**src/rtl/mem_bist_pkg.sv**
```systemverilog
// Shared types and March C- element/op decode for the RAM BIST controller.
// Each element is at most two ops (read then write) at one address.
package mem_bist_pkg;

  typedef enum logic [1:0] {ST_IDLE, ST_RUN, ST_DRAIN, ST_DONE} state_e;

  localparam int ERR_CNT_W = 8;

  localparam logic [2:0] M0 = 3'd0;
  localparam logic [2:0] M1 = 3'd1;
  localparam logic [2:0] M2 = 3'd2;
  localparam logic [2:0] M3 = 3'd3;
  localparam logic [2:0] M4 = 3'd4;
  localparam logic [2:0] M5 = 3'd5;

  // M0 and M5 are single-op elements, the rest are read/write pairs.
  function automatic logic elem_two_ops(input logic [2:0] elem);
    return (elem != M0) && (elem != M5);
  endfunction

  function automatic logic elem_down(input logic [2:0] elem);
    return (elem == M3) || (elem == M4);
  endfunction

  function automatic logic op_is_read(input logic [2:0] elem, input logic op);
    return (elem == M5) || ((elem != M0) && !op);
  endfunction

  // 1 selects the inverted background for this op.
  function automatic logic op_pol(input logic [2:0] elem, input logic op);
    case (elem)
      M1, M3:  return op;
      M2, M4:  return !op;
      default: return 1'b0;
    endcase
  endfunction

endpackage

```
**src/rtl/mem_bist_checker.sv**
```systemverilog
// Read-data checker: expected data registered one cycle after the read, compare committed the cycle after.
// Keeps first-failure diagnostics and a saturating miscompare count; never stalls.
module bist_checker
  import mem_bist_pkg::*;
#(
  parameter int WIDTH = 8,
  parameter int AW    = 4
) (
  input  logic                 clk,
  input  logic                 rst,
  input  logic                 clear_i,
  input  logic                 rd_vld_i,
  input  logic [WIDTH-1:0]     rd_exp_i,
  input  logic [AW-1:0]        rd_addr_i,
  input  logic [2:0]           rd_elem_i,
  input  logic [WIDTH-1:0]     rd_data_i,
  output logic                 fail_o,
  output logic [AW-1:0]        fail_addr_o,
  output logic [WIDTH-1:0]     fail_data_o,
  output logic [2:0]           fail_elem_o,
  output logic [ERR_CNT_W-1:0] err_cnt_o
);

  logic                 vld_q, vld_d;
  logic [WIDTH-1:0]     exp_q, exp_d;
  logic [AW-1:0]        addr_q, addr_d;
  logic [2:0]           elem_q, elem_d;
  logic                 fail_q, fail_d;
  logic [AW-1:0]        faddr_q, faddr_d;
  logic [WIDTH-1:0]     fdata_q, fdata_d;
  logic [2:0]           felem_q, felem_d;
  logic [ERR_CNT_W-1:0] cnt_q, cnt_d;
  logic                 miss;

  always_comb begin
    vld_d   = rd_vld_i && !clear_i;
    exp_d   = rd_exp_i;
    addr_d  = rd_addr_i;
    elem_d  = rd_elem_i;
    miss    = vld_q && (rd_data_i != exp_q);
    fail_d  = fail_q;
    faddr_d = faddr_q;
    fdata_d = fdata_q;
    felem_d = felem_q;
    cnt_d   = cnt_q;
    if (clear_i) begin
      fail_d  = 1'b0;
      faddr_d = '0;
      fdata_d = '0;
      felem_d = '0;
      cnt_d   = '0;
    end else if (miss) begin
      if (cnt_q != '1) cnt_d = cnt_q + ERR_CNT_W'(1);
      // Only the first miscompare is kept for diagnosis.
      if (!fail_q) begin
        fail_d  = 1'b1;
        faddr_d = addr_q;
        fdata_d = rd_data_i;
        felem_d = elem_q;
      end
    end
  end

  always_ff @(posedge clk or negedge rst) begin
    if (!rst) begin
      vld_q   <= 1'b0;
      exp_q   <= '0;
      addr_q  <= '0;
      elem_q  <= '0;
      fail_q  <= 1'b0;
      faddr_q <= '0;
      fdata_q <= '0;
      felem_q <= '0;
      cnt_q   <= '0;
    end else begin
      vld_q   <= vld_d;
      exp_q   <= exp_d;
      addr_q  <= addr_d;
      elem_q  <= elem_d;
      fail_q  <= fail_d;
      faddr_q <= faddr_d;
      fdata_q <= fdata_d;
      felem_q <= felem_d;
      cnt_q   <= cnt_d;
    end
  end

  assign fail_o      = fail_q;
  assign fail_addr_o = faddr_q;
  assign fail_data_o = fdata_q;
  assign fail_elem_o = felem_q;
  assign err_cnt_o   = cnt_q;

endmodule

```
**src/rtl/mem_bist_ctrl.sv**
```systemverilog
// March C- BIST sequencer for a single-port RAM: one op per cycle, 10*2^AW ops, then one drain cycle.
// done rises 10N+1 cycles after the accepted start; start is ignored while busy.
module mem_bist_ctrl
  import mem_bist_pkg::*;
#(
  parameter int               WIDTH = 8,
  parameter int               AW    = 4,
  parameter logic [WIDTH-1:0] BG    = {WIDTH{1'b0}}
) (
  input  logic                 clk,
  input  logic                 rst,
  input  logic                 start,
  output logic                 mem_we,
  output logic [AW-1:0]        mem_addr,
  output logic [WIDTH-1:0]     mem_wrData,
  input  logic [WIDTH-1:0]     mem_rdData,
  output logic                 busy,
  output logic                 done,
  output logic                 fail,
  output logic [AW-1:0]        fail_addr,
  output logic [WIDTH-1:0]     fail_data,
  output logic [2:0]           fail_elem,
  output logic [ERR_CNT_W-1:0] err_cnt
);

  state_e        state_q;
  logic [2:0]    elem_q;
  logic          op_q;
  logic [AW-1:0] addr_q;
  logic          busy_q, done_q;

  logic             run, is_rd, last_op, last_addr, start_acc;
  logic [2:0]       elem_nxt;
  logic [WIDTH-1:0] pat;

  always_comb begin
    run       = (state_q == ST_RUN);
    is_rd     = op_is_read(elem_q, op_q);
    pat       = op_pol(elem_q, op_q) ? ~BG : BG;
    last_op   = !elem_two_ops(elem_q) || op_q;
    last_addr = elem_down(elem_q) ? (addr_q == '0) : (addr_q == '1);
    elem_nxt  = elem_q + 3'd1;
    start_acc = start && ((state_q == ST_IDLE) || (state_q == ST_DONE));
  end

  assign mem_we     = run && !is_rd;
  assign mem_addr   = run ? addr_q : '0;
  assign mem_wrData = (run && !is_rd) ? pat : '0;

  always_ff @(posedge clk or negedge rst) begin
    if (!rst) begin
      state_q <= ST_IDLE;
      elem_q  <= M0;
      op_q    <= 1'b0;
      addr_q  <= '0;
      busy_q  <= 1'b0;
      done_q  <= 1'b0;
    end else begin
      case (state_q)
        ST_IDLE, ST_DONE: begin
          if (start) begin
            state_q <= ST_RUN;
            elem_q  <= M0;
            op_q    <= 1'b0;
            addr_q  <= '0;
            busy_q  <= 1'b1;
            done_q  <= 1'b0;
          end
        end
        ST_RUN: begin
          if (!last_op) begin
            op_q <= 1'b1;
          end else begin
            op_q <= 1'b0;
            if (last_addr) begin
              if (elem_q == M5) begin
                state_q <= ST_DRAIN;
              end else begin
                // Each element restarts at its own first address, no wrap.
                elem_q <= elem_nxt;
                addr_q <= elem_down(elem_nxt) ? '1 : '0;
              end
            end else begin
              addr_q <= elem_down(elem_q) ? addr_q - AW'(1) : addr_q + AW'(1);
            end
          end
        end
        ST_DRAIN: begin
          state_q <= ST_DONE;
          busy_q  <= 1'b0;
          done_q  <= 1'b1;
        end
        default: state_q <= ST_IDLE;
      endcase
    end
  end

  assign busy = busy_q;
  assign done = done_q;

  bist_checker #(
    .WIDTH(WIDTH),
    .AW   (AW)
  ) u_checker (
    .clk        (clk),
    .rst        (rst),
    .clear_i    (start_acc),
    .rd_vld_i   (run && is_rd),
    .rd_exp_i   (pat),
    .rd_addr_i  (addr_q),
    .rd_elem_i  (elem_q),
    .rd_data_i  (mem_rdData),
    .fail_o     (fail),
    .fail_addr_o(fail_addr),
    .fail_data_o(fail_data),
    .fail_elem_o(fail_elem),
    .err_cnt_o  (err_cnt)
  );

endmodule

```
**config.mk**
```make
export PLATFORM = sky130hd
export DESIGN_NAME = mem_bist_ctrl
export DESIGN_NICKNAME = d
export VERILOG_FILES = /design/src/rtl/mem_bist_pkg.sv /design/src/rtl/mem_bist_checker.sv /design/src/rtl/mem_bist_ctrl.sv
export SDC_FILE = /design/constraint.sdc
export NUM_CORES = 1
export LEC_CHECK = 0
export CORE_ASPECT_RATIO = 0.75
export CORE_MARGIN = 3
export CORE_UTILIZATION = 38
export CTS_CLUSTER_DIAMETER = 60
export CTS_CLUSTER_SIZE = 24
export DETAILED_ROUTE_END_ITERATION = 10
export SKIP_LAST_GASP = 1
export SYNTH_ARGS = -nofsm -noshare
export SYNTH_HDL_FRONTEND = slang
export SYNTH_HIERARCHICAL = 1
export SYNTH_SLANG_ARGS = --single-unit
export TNS_END_PERCENT = 100
```
**constraint.sdc**
```tcl
create_clock -name clk -period 3.92 [get_ports clk]
set_input_delay 0.784 -clock clk [delete_from_list [all_inputs] [get_ports clk]]
set_output_delay 0.784 -clock clk [all_outputs]
set_load 0.005 [all_outputs]
```
# ---- Yosys cells after proc, flatten, opt, wreduce, memory -nomap -nowiden
# Cells that the tools add are included.
# W data, S select, Z words.
dict set report word_totals {
  reg_bits 52
  inputBits 11
  out_inout_bits 39
  elab_cells 115
}
dict set report op_classes {
  add_sub_neg 4
  eq_ne 21
  n_mux 42
  n_reduce_logical 33
}
# op count
set op_table {}
lappend op_table {{$mux W8} 8}
lappend op_table {{$mux W4} 10}
lappend op_table {{$mux W3} 7}
lappend op_table {{$eq A3 B2 Y1 const B} 3}
lappend op_table {{$eq A3 B3 Y1 const B} 3}
lappend op_table {{$add A8 B1 Y8 const B} 1}
lappend op_table {{$mux W2} 4}
lappend op_table {{$ne A2 B1 Y1 const B} 4}
lappend op_table {{$ne A8 B8 Y1} 1}
lappend op_table {{$ne A8 B8 Y1 const B} 1}
lappend op_table {{$pmux W1 S2} 4}
lappend op_table {{$pmux W4 S2} 1}
lappend op_table {{$reduce_and A2 Y1} 4}
lappend op_table {{$reduce_and A4 Y1} 2}
lappend op_table {{$reduce_bool A2 Y1} 4}
lappend op_table {{$logic_and A1 B1 Y1} 7}
lappend op_table {{$mux W1} 6}
lappend op_table {{$ne A3 B3 Y1 const B} 2}
lappend op_table {{$pmux W2 S3} 1}
lappend op_table {{$pmux W3 S2} 1}
lappend op_table {{$reduce_or A2 Y1} 3}
lappend op_table {{$logic_or A1 B1 Y1} 5}
lappend op_table {{$reduce_and A5 Y1} 1}
lappend op_table {{$add A4 B1 Y4 const B} 1}
lappend op_table {{11 further kinds} 16}

# ---- Depth between registers and ports, before layout
# Gate-level depths: netlist (run 1).
dict set report depth {
  word_depth 8
  mapped_depth 9
  ltp_nobuf 9
}

# ---- Modules after synthesis
# The synthesis (run 1) kept the hierarchy.
# module instances cells_per_inst area_per_inst_um2
set by_module_without_submodules {}
lappend by_module_without_submodules {bist_checker 1 131 1645.3}
lappend by_module_without_submodules {mem_bist_ctrl 1 133 1104.8}

# ---- Worst setup path after synthesis (run 1)
# OpenSTA, ideal clock, no wires.
dict set report synth_path {
  path_kind {reg-to-output}
  startpoint {register state_q[1]}
  endpoint {output mem_wrData[1]}
  arrival_ns 1.613
  slack_ns 1.523
  path_stages_with_launch 8
  n_path_buf 2
  cell_sequence {dfrtp_1 inv_1 ha_1 clkbuf_1 nand2_1 a21oi_1 and2_1 buf_4}
}
dict set report synth_between {
  elab_chain_cells 3
}
# element line
set synth_lines {}
lappend synth_lines {{from (decl)} mem_bist_ctrl.sv:26} ;# state_e state_q;
lappend synth_lines {{from (signal assigned)} mem_bist_ctrl.sv:52} ;# state_q <= ST_IDLE;
lappend synth_lines {{from (signal assigned)} mem_bist_ctrl.sv:62} ;# state_q <= ST_RUN;
lappend synth_lines {{from (signal assigned)} mem_bist_ctrl.sv:77} ;# state_q <= ST_DRAIN;
lappend synth_lines {{$eq A2 B1 Y1} mem_bist_ctrl.sv:37} ;# run = (state_q == ST_RUN);
lappend synth_lines {{$logic_and A1 B1 Y1} n/a}
lappend synth_lines {{via mem_we} mem_bist_ctrl.sv:13} ;# output logic mem_we,
lappend synth_lines {{$mux W8} mem_bist_ctrl.sv:48} ;# assign mem_wrData = (run && !is_rd) ? pat : '0;
lappend synth_lines {{to (decl)} mem_bist_ctrl.sv:15} ;# output logic [WIDTH-1:0] mem_wrData,
# The timed path passes the listed nets, and every way through them passes these cells.

==> flow_summary.toml, run 1 <==
[timing]
timing.final.ws_setup_ps = 480
hold_ws_ps = 496
hold_viol_final = 0
fin_crit_sh = 0.878
setup_violations = 0
fin_crit_ps = 3440
worstMarginPinSlew_ps = 749
max_slew_margin = 0.501
max_freq_mhz = 291
slew_viol_final = 0
tns_ps = 0
rsz0062_at_grt = "no"
skew_ps = 6.53

[placed_design]
routabilityCongestion = 0.813
pre_cts_slack_ps = 765
dpl.hpwl_um = 4020
portBuffers = 49

[yosys]
syn-num-nets = 287
synth_commonest_cells = "dfrtp_1 (52), nor2_1 (32), mux2i_1 (18)"
synth.distinct_cells = 51
synth-async-reset-ratio = 1.00
ys_seq_area_frac = 0.473
syn_area_per_cell_um2 = 10.4
synth_edf_count = 0
synthCells = 264
synth.top_cell.area_share = 0.473
synthTopCellsByArea = "dfrtp_1 (47%), mux2i_1 (6.6%), ha_1 (5.0%), nor2_1 (4.4%), mux2_2 (2.9%)"
ys_ff_latch = 52
yosysTopAreaCell = "dfrtp_1"
synth_warnings = 6
synth_flop_cell = "dfrtp_1"
syn_area_um2 = 2750
yosysMostFrequentCell = "dfrtp_1"

[floorplan]
core_um2 = 6930
die_area_um2 = 8300
fp-row-count = 26
ioPinCount = 50
initial_utilization = 0.397
die_y_um = 79.7
die_w_um = 104

[layout]
syn2layout_area_growth_pct = 23.0
multiInputGateArea_um2 = 1290
final-seq-area_um2 = 1300
n_fill_cell = 665
drive_above_1_share = 0.0809
diodes = 0
nNetsFinal = 331

[clock_network]
cts_buffers = 5
clkTransAtPathRegs_ps = 100
cts_setup_buffers = 0
cts_hold_buf = 0
cts_tree = "done"
post_cts_resize_count = 0
clock_path_buffers = 2
cts_sinks = 52
clkLatencyLatePin_ps = 310
cts_root_buffer = "clkbuf_8"
cts_htree_levels = 2

[worst_setup_path]
path_cells = "inv_1 > ha_1 > mux2i_1 > o22ai_1 > and2_1 > clkdlybuf4s50_1"
arrival_ps = 2660
critPathMaxStageDelay_ps = 560
critPathMaxFanout = 9
worstSetupPathType = "register to output port"
crit_family = "buffers and inverters"
slowest_stage = "clkdlybuf4s50_1"
worstPathRequired_ps = 3140
start_kind = "register"
crit_buf_inv = 2
cp-end-kind = "output port"

[pwr]
switchingPower_mw = 0.486
power_density_nw_per_um2 = 424
power_frac_clock = 0.267
p_int_mw = 0.949
leakage_nw = 1.61
pwr-share-comb = 0.313
swShare = 0.338
power_frac_seq = 0.420
ir_drop_v = 0.000239

[routing]
first_pass_iters = 4
wl_met1_um = 2790
wl_met2_um = 2460
drc = 0
highest_layer = "met4"
ant_nets = 0
wl_met3_um = 244
wirelength_um = 5550
first_iter_violations = 95
drt-wirelength-per-cell_um = 13.6
vias = 2000
viasPerCell = 4.91

[global_routing]
antenna_found_initial = 0
grt_max_degree = 32
grt_pass1_vias = 1956
grt_use_total = 0.143
overflow = 0
grt_pass1_wl_um = 9650

[flow_run]
maxCapViolCount = 0

[outcome]
run_status = "completed"

[hold_path]
hp-class = "register to register"
==> per-stage QoR <==
step | std cells | total power [mW] | utilization | area (um^2)
floorplan | 264 | 0.919 | - | 2750
global placement | 399 | 1.06 | 0.472 | 3270
detailed placement | 399 | 1.07 | 0.472 | 3270
CTS | 407 | 1.45 | 0.488 | 3380
global route | 407 | 1.54 | 0.488 | 3380
finish | 407 | 1.44 | 0.488 | 3380
==> cell usage in the layout, fill, tap and decap left out, drive strengths merged, types with 5 or more instances in the layout <==
cell type and n:
nor2 33, xnor2 8, dfrtp 52, clkdlybuf4s50 48
ha 11, a21oi 15, clkbuf 5, nor2b 9
o21bai 5, o21ai 11, mux2 8, mux2i 18
inv 15, and2 5, nand2 17
==> power by group through the flow <==
stage / logic (mW) / clock network [mW] / registers, mW
after floorplan: 0.313 / 0 / 0.606
after global placement: 0.442 / 0 / 0.614
after detailed placement: 0.452 / 0 / 0.614
after CTS: 0.455 / 0.395 / 0.604
after global routing: 0.512 / 0.417 / 0.610
final: 0.449 / 0.383 / 0.603
==> per-layer routing <==
layer | global-route usage | vias to the layer above
met5 | 0 | -
met4 | 0.0412 | 0
met3 | 0.0348 | 6
met2 | 0.216 | 51
met1 | 0.204 | 950
li1 | - | 993
==> cell families after synthesis <==
group / synth area share
xor+xnor: 0.0287
simple gates: 0.157
buf+inv: 0.0587
mux: 0.0996
flops: 0.473
compound gates: 0.126
fa+ha+maj: 0.0573
==> worst min-delay path, stage by stage, from the launching register on <==
cell and delay [ps]:
dfrtp_1 330, mux2i_1 60, nor2_1 70
==> sequential cells by signal, summed over array words and instances, names as in the netlist <==
| signal | flops |
|---|---|
| u_checker/err_cnt_o | 8 |
| u_checker/exp_q | 8 |
| u_checker/fail_data_o | 8 |
| addr_q | 4 |
| u_checker/addr_q | 4 |
| u_checker/fail_addr_o | 4 |
| elem_q | 3 |
| u_checker/elem_q | 3 |
| u_checker/fail_elem_o | 3 |
| state_q | 2 |
| busy | 1 |
| done | 1 |
| op_q | 1 |
| u_checker/fail_o | 1 |
| u_checker/vld_q | 1 |
==> cell type report <==
type | count | share of cell area
clock buffer | 5 | 0.0203
inverter | 15 | 0.0166
tap | 98 | 0.0362
sequential | 52 | 0.385
timing repair buffer | 51 | 0.148
clock inverter | 3 | 0.0137
multi-input combinational | 183 | 0.381
==> path summary, 6_finish.rpt <==
kind                                      from                  endpoint  slack (ps)  cells after the start
max in group asynchronous                  rst        u_checker/exp_q[1]        2650                      2
min in group asynchronous                  rst  u_checker/fail_data_o[5]         520                      1
min reg2reg                u_checker/addr_q[1]  u_checker/fail_addr_o[1]         500                      2
max                                  elem_q[0]             mem_wrData[4]         480                      6
min                        u_checker/addr_q[1]  u_checker/fail_addr_o[1]         500                      2
max reg2reg                          elem_q[0]                 addr_q[3]        1230                      9
(Power assumes the default switching activity.)
==> run 2, diff against run 1 <==
--- a/config.mk
+++ b/config.mk
@@ -7,7 +7,7 @@
 export LEC_CHECK = 0
 export CORE_ASPECT_RATIO = 0.75
 export CORE_MARGIN = 3
-export CORE_UTILIZATION = 38
+export CORE_UTILIZATION = 30
 export CTS_CLUSTER_DIAMETER = 60
 export CTS_CLUSTER_SIZE = 24
 export DETAILED_ROUTE_END_ITERATION = 10
==> run 2 against run 1 <==
Effect of this change: utilization decreased by 9.3 points; setup slack improved by 260 ps; power increased by 4.2%; critical path type unchanged; largest cell class unchanged; largest power group unchanged; highest routed layer unchanged.
==> flow_summary.toml, run 2 (synthesis gave the netlist of run 1 again) <==
[routing]
wirelength_um = 5870
drc = 0
viasPerCell = 4.81
drt-wirelength-per-cell_um = 14.0
first_iter_violations = 88
ant_nets = 0
vias = 2010
first_pass_iters = 6

[global_routing]
overflow = 0
antenna_found_initial = 0
grtUsageMet2 = 0.180
gr-usage-met3 = 0.0372
grt_max_degree = 44
grt_use_total = 0.122
grt_pass1_wl_um = 9790
grt_pass1_vias = 1969
grtUsageMet1 = 0.171
top_usage_layer = "met2"

[timing]
max_freq_mhz = 314
hold_viol_final = 0
rsz0062_at_grt = "no"
tns_ps = 0
worstMarginPinSlew_ps = 961
max_slew_margin = 0.359
fin_crit_sh = 0.812
setup_violations = 0
skew_ps = 9.04
fin_crit_ps = 3180
slew_viol_final = 0

[worst_setup_path]
worstSetupPathType = "register to output port"
arrival_ps = 2400
rrSetupSlack_ps = 1260
critPathMaxFanout = 8
cp-end-kind = "output port"
ff2ff_path_depth = 9
worstPathRequired_ps = 3140
timing.rr.end = "addr_q[3]"
start_kind = "register"
r2r-start = "elem_q[0]"

[floorplan]
core_um2 = 8670
die_w_um = 117
ioPinCount = 50
die_y_um = 88.9
die_area_um2 = 10400
initial_utilization = 0.317
fp-row-count = 29

[pwr]
p_int_mw = 0.995
total_power_mw = 1.50
switchingPower_mw = 0.500
pwr-share-comb = 0.302
power_frac_clock = 0.293
power_frac_seq = 0.405
swShare = 0.334
power_density_nw_per_um2 = 436
ir_drop_v = 0.000299
leakage_nw = 1.62

[flow_run]
maxCapViolCount = 0

[layout]
design_area_um2 = 3430
diodes = 0
nNetsFinal = 332
syn2layout_area_growth_pct = 24.7
finalCoreUtilization = 0.396
layout_commonest_cell = "dfrtp_1"
layout.cells.most_common_list = "dfrtp_1 (52), clkdlybuf4s50_1 (48), nor2_1 (32), mux2i_1 (18), nand2_1 (17)"
drive_above_1_share = 0.0806
n_fill_cell = 857

[placed_design]
dpl.hpwl_um = 4180
routabilityCongestion = 0.857
portBuffers = 49
placed_area_um2 = 3290

[clock_network]
cts_hold_buf = 0
cts_htree_levels = 2
post_cts_resize_count = 0
clkTransAtPathRegs_ps = 70
cts_root_buffer = "clkbuf_16"
clkLatencyLatePin_ps = 300
cts_tree = "done"
cts_setup_buffers = 0
cts_sinks = 52
clock_path_buffers = 2
cts_buffers = 5

[hold_path]
worstHoldStart = "u_checker/elem_q[2]"
hold_end = "u_checker/fail_elem_o[2]"
hp-class = "register to register"
hold_depth = 2

[outcome]
run_status = "completed"
==> run 2: worst max-delay path, cell delays in order (launching register included) <==
cell,delay [ps]
dfrtp_1,470
inv_1,100
ha_1,220
nand2_1,170
nand2_1,100
a21oi_1,210
and2_1,280
clkdlybuf4s50_1,550
==> run 2: layout make-up <==
class / instances / area [um^2] / area share
clock inverters: 2 / 13.8 / 0.00401
inverters: 15 / 56.3 / 0.0164
well taps: 108 / 135 / 0.0394
clock buffers: 6 / 129 / 0.0376
multi-input cells: 183 / 1290 / 0.375
flip-flops and latches: 52 / 1300 / 0.379
repair buffers: 52 / 508 / 0.148
==> run 2: worst max path at each step <==
stage	end	start	cells past startpoint	slack, ps
after floorplan	mem_wrData[1]	state_q[1]	7	1520
after global placement	mem_wrData[1]	elem_q[0]	6	1090
after detailed placement	mem_wrData[3]	elem_q[1]	7	1050
after CTS	mem_wrData[3]	elem_q[1]	7	710
after global routing	mem_wrData[7]	state_q[1]	6	510
final	mem_wrData[3]	elem_q[1]	7	740
==> run 2: metal layers <==
| metal | share of wire | wire length (um) |
|---|---|---|
| met5 | 0 | 0 |
| met4 | 0.013 | 74 |
| met3 | 0.058 | 341 |
| met2 | 0.42 | 2450 |
| met1 | 0.51 | 3000 |
==> run 2: stage by stage <==
| stage | hold slack (ps) | cells | setup WS, ps |
|---|---|---|---|
| after floorplan | 374 | 264 | 1520 |
| after global placement | 469 | 410 | 1090 |
| after detailed placement | 478 | 410 | 1050 |
| after CTS | 494 | 418 | 714 |
| after global routing | 516 | 418 | 506 |
| final | 488 | 418 | 737 |
==> run 2: power by group through the flow <==
| stage | logic, mW | registers (mW) | clock network (mW) |
|---|---|---|---|
| final | 0.452 | 0.606 | 0.438 |
| after global routing | 0.507 | 0.614 | 0.479 |
| after CTS | 0.457 | 0.605 | 0.452 |
| after detailed placement | 0.454 | 0.616 | 0 |
| after global placement | 0.444 | 0.614 | 0 |
| after floorplan | 0.313 | 0.606 | 0 |
==> run 3, diff against run 2 <==
==> constraint.sdc (replaced) <==
create_clock -name clk -period 3.31 [get_ports clk]
set_input_delay 0.662 -clock clk [delete_from_list [all_inputs] [get_ports clk]]
set_output_delay 0.662 -clock clk [all_outputs]
set_load 0.005 [all_outputs]
==> run 3 against run 2 <==
Effect of this change: flip-flop and latch count did not move; critical path depth did not move; routed wire length fell by 0.65%; sequential power rose by 18%; via count rose by 0.60%; non-clock buffer count rose by 4; combinational power rose by 22%; setup slack got worse by 500 ps; utilization rose by 0.35 points.
==> flow_summary.toml, run 3 (synthesis gave the netlist of run 1 again) <==
[routing]
drt-wirelength-per-cell_um = 13.8
vias = 2022
ant_nets = 0
drc = 0
first_pass_iters = 4
first_iter_violations = 80
wirelength_um = 5830
viasPerCell = 4.79

[layout]
drive_above_1_share = 0.0924
layout.cells.most_common_list = "dfrtp_1 (52), clkdlybuf4s50_1 (48), nor2_1 (32), mux2i_1 (18), nand2_1 (17)"
layout_commonest_cell = "dfrtp_1"
diodes = 0
design_area_um2 = 3460
nNetsFinal = 336
syn2layout_area_growth_pct = 25.8
finalCoreUtilization = 0.399
n_fill_cell = 868

[clock_network]
cts_htree_levels = 2
cts_setup_buffers = 0
clkTransAtPathRegs_ps = 70
post_cts_resize_count = 0
clock_path_buffers = 2
cts_tree = "done"
cts_sinks = 52
cts_hold_buf = 0
clkLatencyLatePin_ps = 290
cts_root_buffer = "clkbuf_16"
cts_buffers = 5

[pwr]
ir_drop_v = 0.000271
power_density_nw_per_um2 = 514
leakage_nw = 1.64

[global_routing]
grt_pass1_wl_um = 9900
grt_max_degree = 31
overflow = 0
antenna_found_initial = 0
grt_pass1_vias = 1985
grt_use_total = 0.119

[placed_design]
routabilityCongestion = 0.856
dpl.hpwl_um = 4280
placed_area_um2 = 3320
portBuffers = 49

[hold_path]
hp-class = "input pin to async pin"

[worst_setup_path]
cp-end-kind = "output port"
critPathMaxFanout = 8
slowest_stage = "clkdlybuf4s50_1"
cpMostUsedCell = "nand2_1"
worstSetupPathType = "register to output port"
start_kind = "register"
path_cells = "inv_1 > ha_1 > nand2_1 > nand2_1 > a21oi_1 > and2_1 > clkdlybuf4s50_1"
arrival_ps = 2410
worstPathRequired_ps = 2650
critPathMaxStageDelay_ps = 550
crit_buf_inv = 2
crit_family = "buffers and inverters"
rrSetupSlack_ps = 670

[timing]
tns_ps = 0
skew_ps = 6.11
worstMarginPinSlew_ps = 677
hold_viol_final = 0
slew_viol_final = 0
max_freq_mhz = 325
setup_violations = 0
max_slew_margin = 0.547
rsz0062_at_grt = "no"
fin_crit_ps = 3070
fin_crit_sh = 0.928

[floorplan]
initial_utilization = 0.317
die_w_um = 117
fp-row-count = 29
core_um2 = 8670
ioPinCount = 50
die_area_um2 = 10400
die_y_um = 88.9

[flow_run]
maxCapViolCount = 0

[outcome]
run_status = "completed"
-- run 3: per-stage QoR --
step           std cells  hold slack (ps)  setup slack, ps  total power, mW
2_1_floorplan        264              366              944             1.09
3_3_place_gp         414              468              588             1.28
3_5_place_dp         414              482              576             1.29
4_1_cts              422              423              224             1.81
5_1_grt              422              455             51.6             1.90
6_report             422              392              237             1.78
-- run 3: final timing paths --
path	from	endpoint	cells past startpoint
worst max-delay path	elem_q[1]	mem_wrData[7]	7
worst min-delay path	rst	u_checker/fail_data_o[4]	1
worst max register to register	elem_q[0]	addr_q[3]	9
worst min register to register	u_checker/addr_q[0]	u_checker/fail_addr_o[0]	2
max in group asynchronous	rst	u_checker/fail_elem_o[2]	2
min in group clk	u_checker/addr_q[0]	u_checker/fail_addr_o[0]	2
-- run 3: metal layers --
metal | wire, um | share of wire | global-route usage | vias to the layer above
met5 | 0 | 0 | 0 | -
met1 | 2950 | 0.51 | 0.173 | 971
li1 | - | - | - | 1000
met4 | 29 | 0.0050 | 0.0250 | 0
met2 | 2550 | 0.44 | 0.182 | 47
met3 | 296 | 0.051 | 0.0284 | 4
-- run 3: worst register-to-register path: stages (launching register included) --
cell and delay [ps]:
dfrtp_1 480, inv_1 130, ha_1 260, mux2_2 340, ha_1 280, a21o_1 170, a21oi_1 280, mux2_2 220
a22oi_1 50, o311ai_0 310
-- run 3: report_power, final --
group	total [mW]	leakage, nW	internal (mW)	switching (mW)
Combinational	0.552	0.859	0.237	0.315
Clock	0.509	0.0712	0.282	0.227
Sequential	0.717	0.715	0.679	0.0372
Total	1.78	1.64	1.20	0.579
-- run 3: layout make-up --
| cell class | count | area, um^2 | share of cell area |
|---|---|---|---|
| Inverter | 15 | 56.3 | 0.0163 |
| Timing Repair Buffer | 56 | 538 | 0.155 |
| Sequential cell | 52 | 1300 | 0.376 |
| Multi-Input combinational cell | 183 | 1290 | 0.372 |
| Clock buffer | 6 | 129 | 0.0372 |
| Clock inverter | 2 | 13.8 | 0.00398 |
| Tap cell | 108 | 135 | 0.0390 |
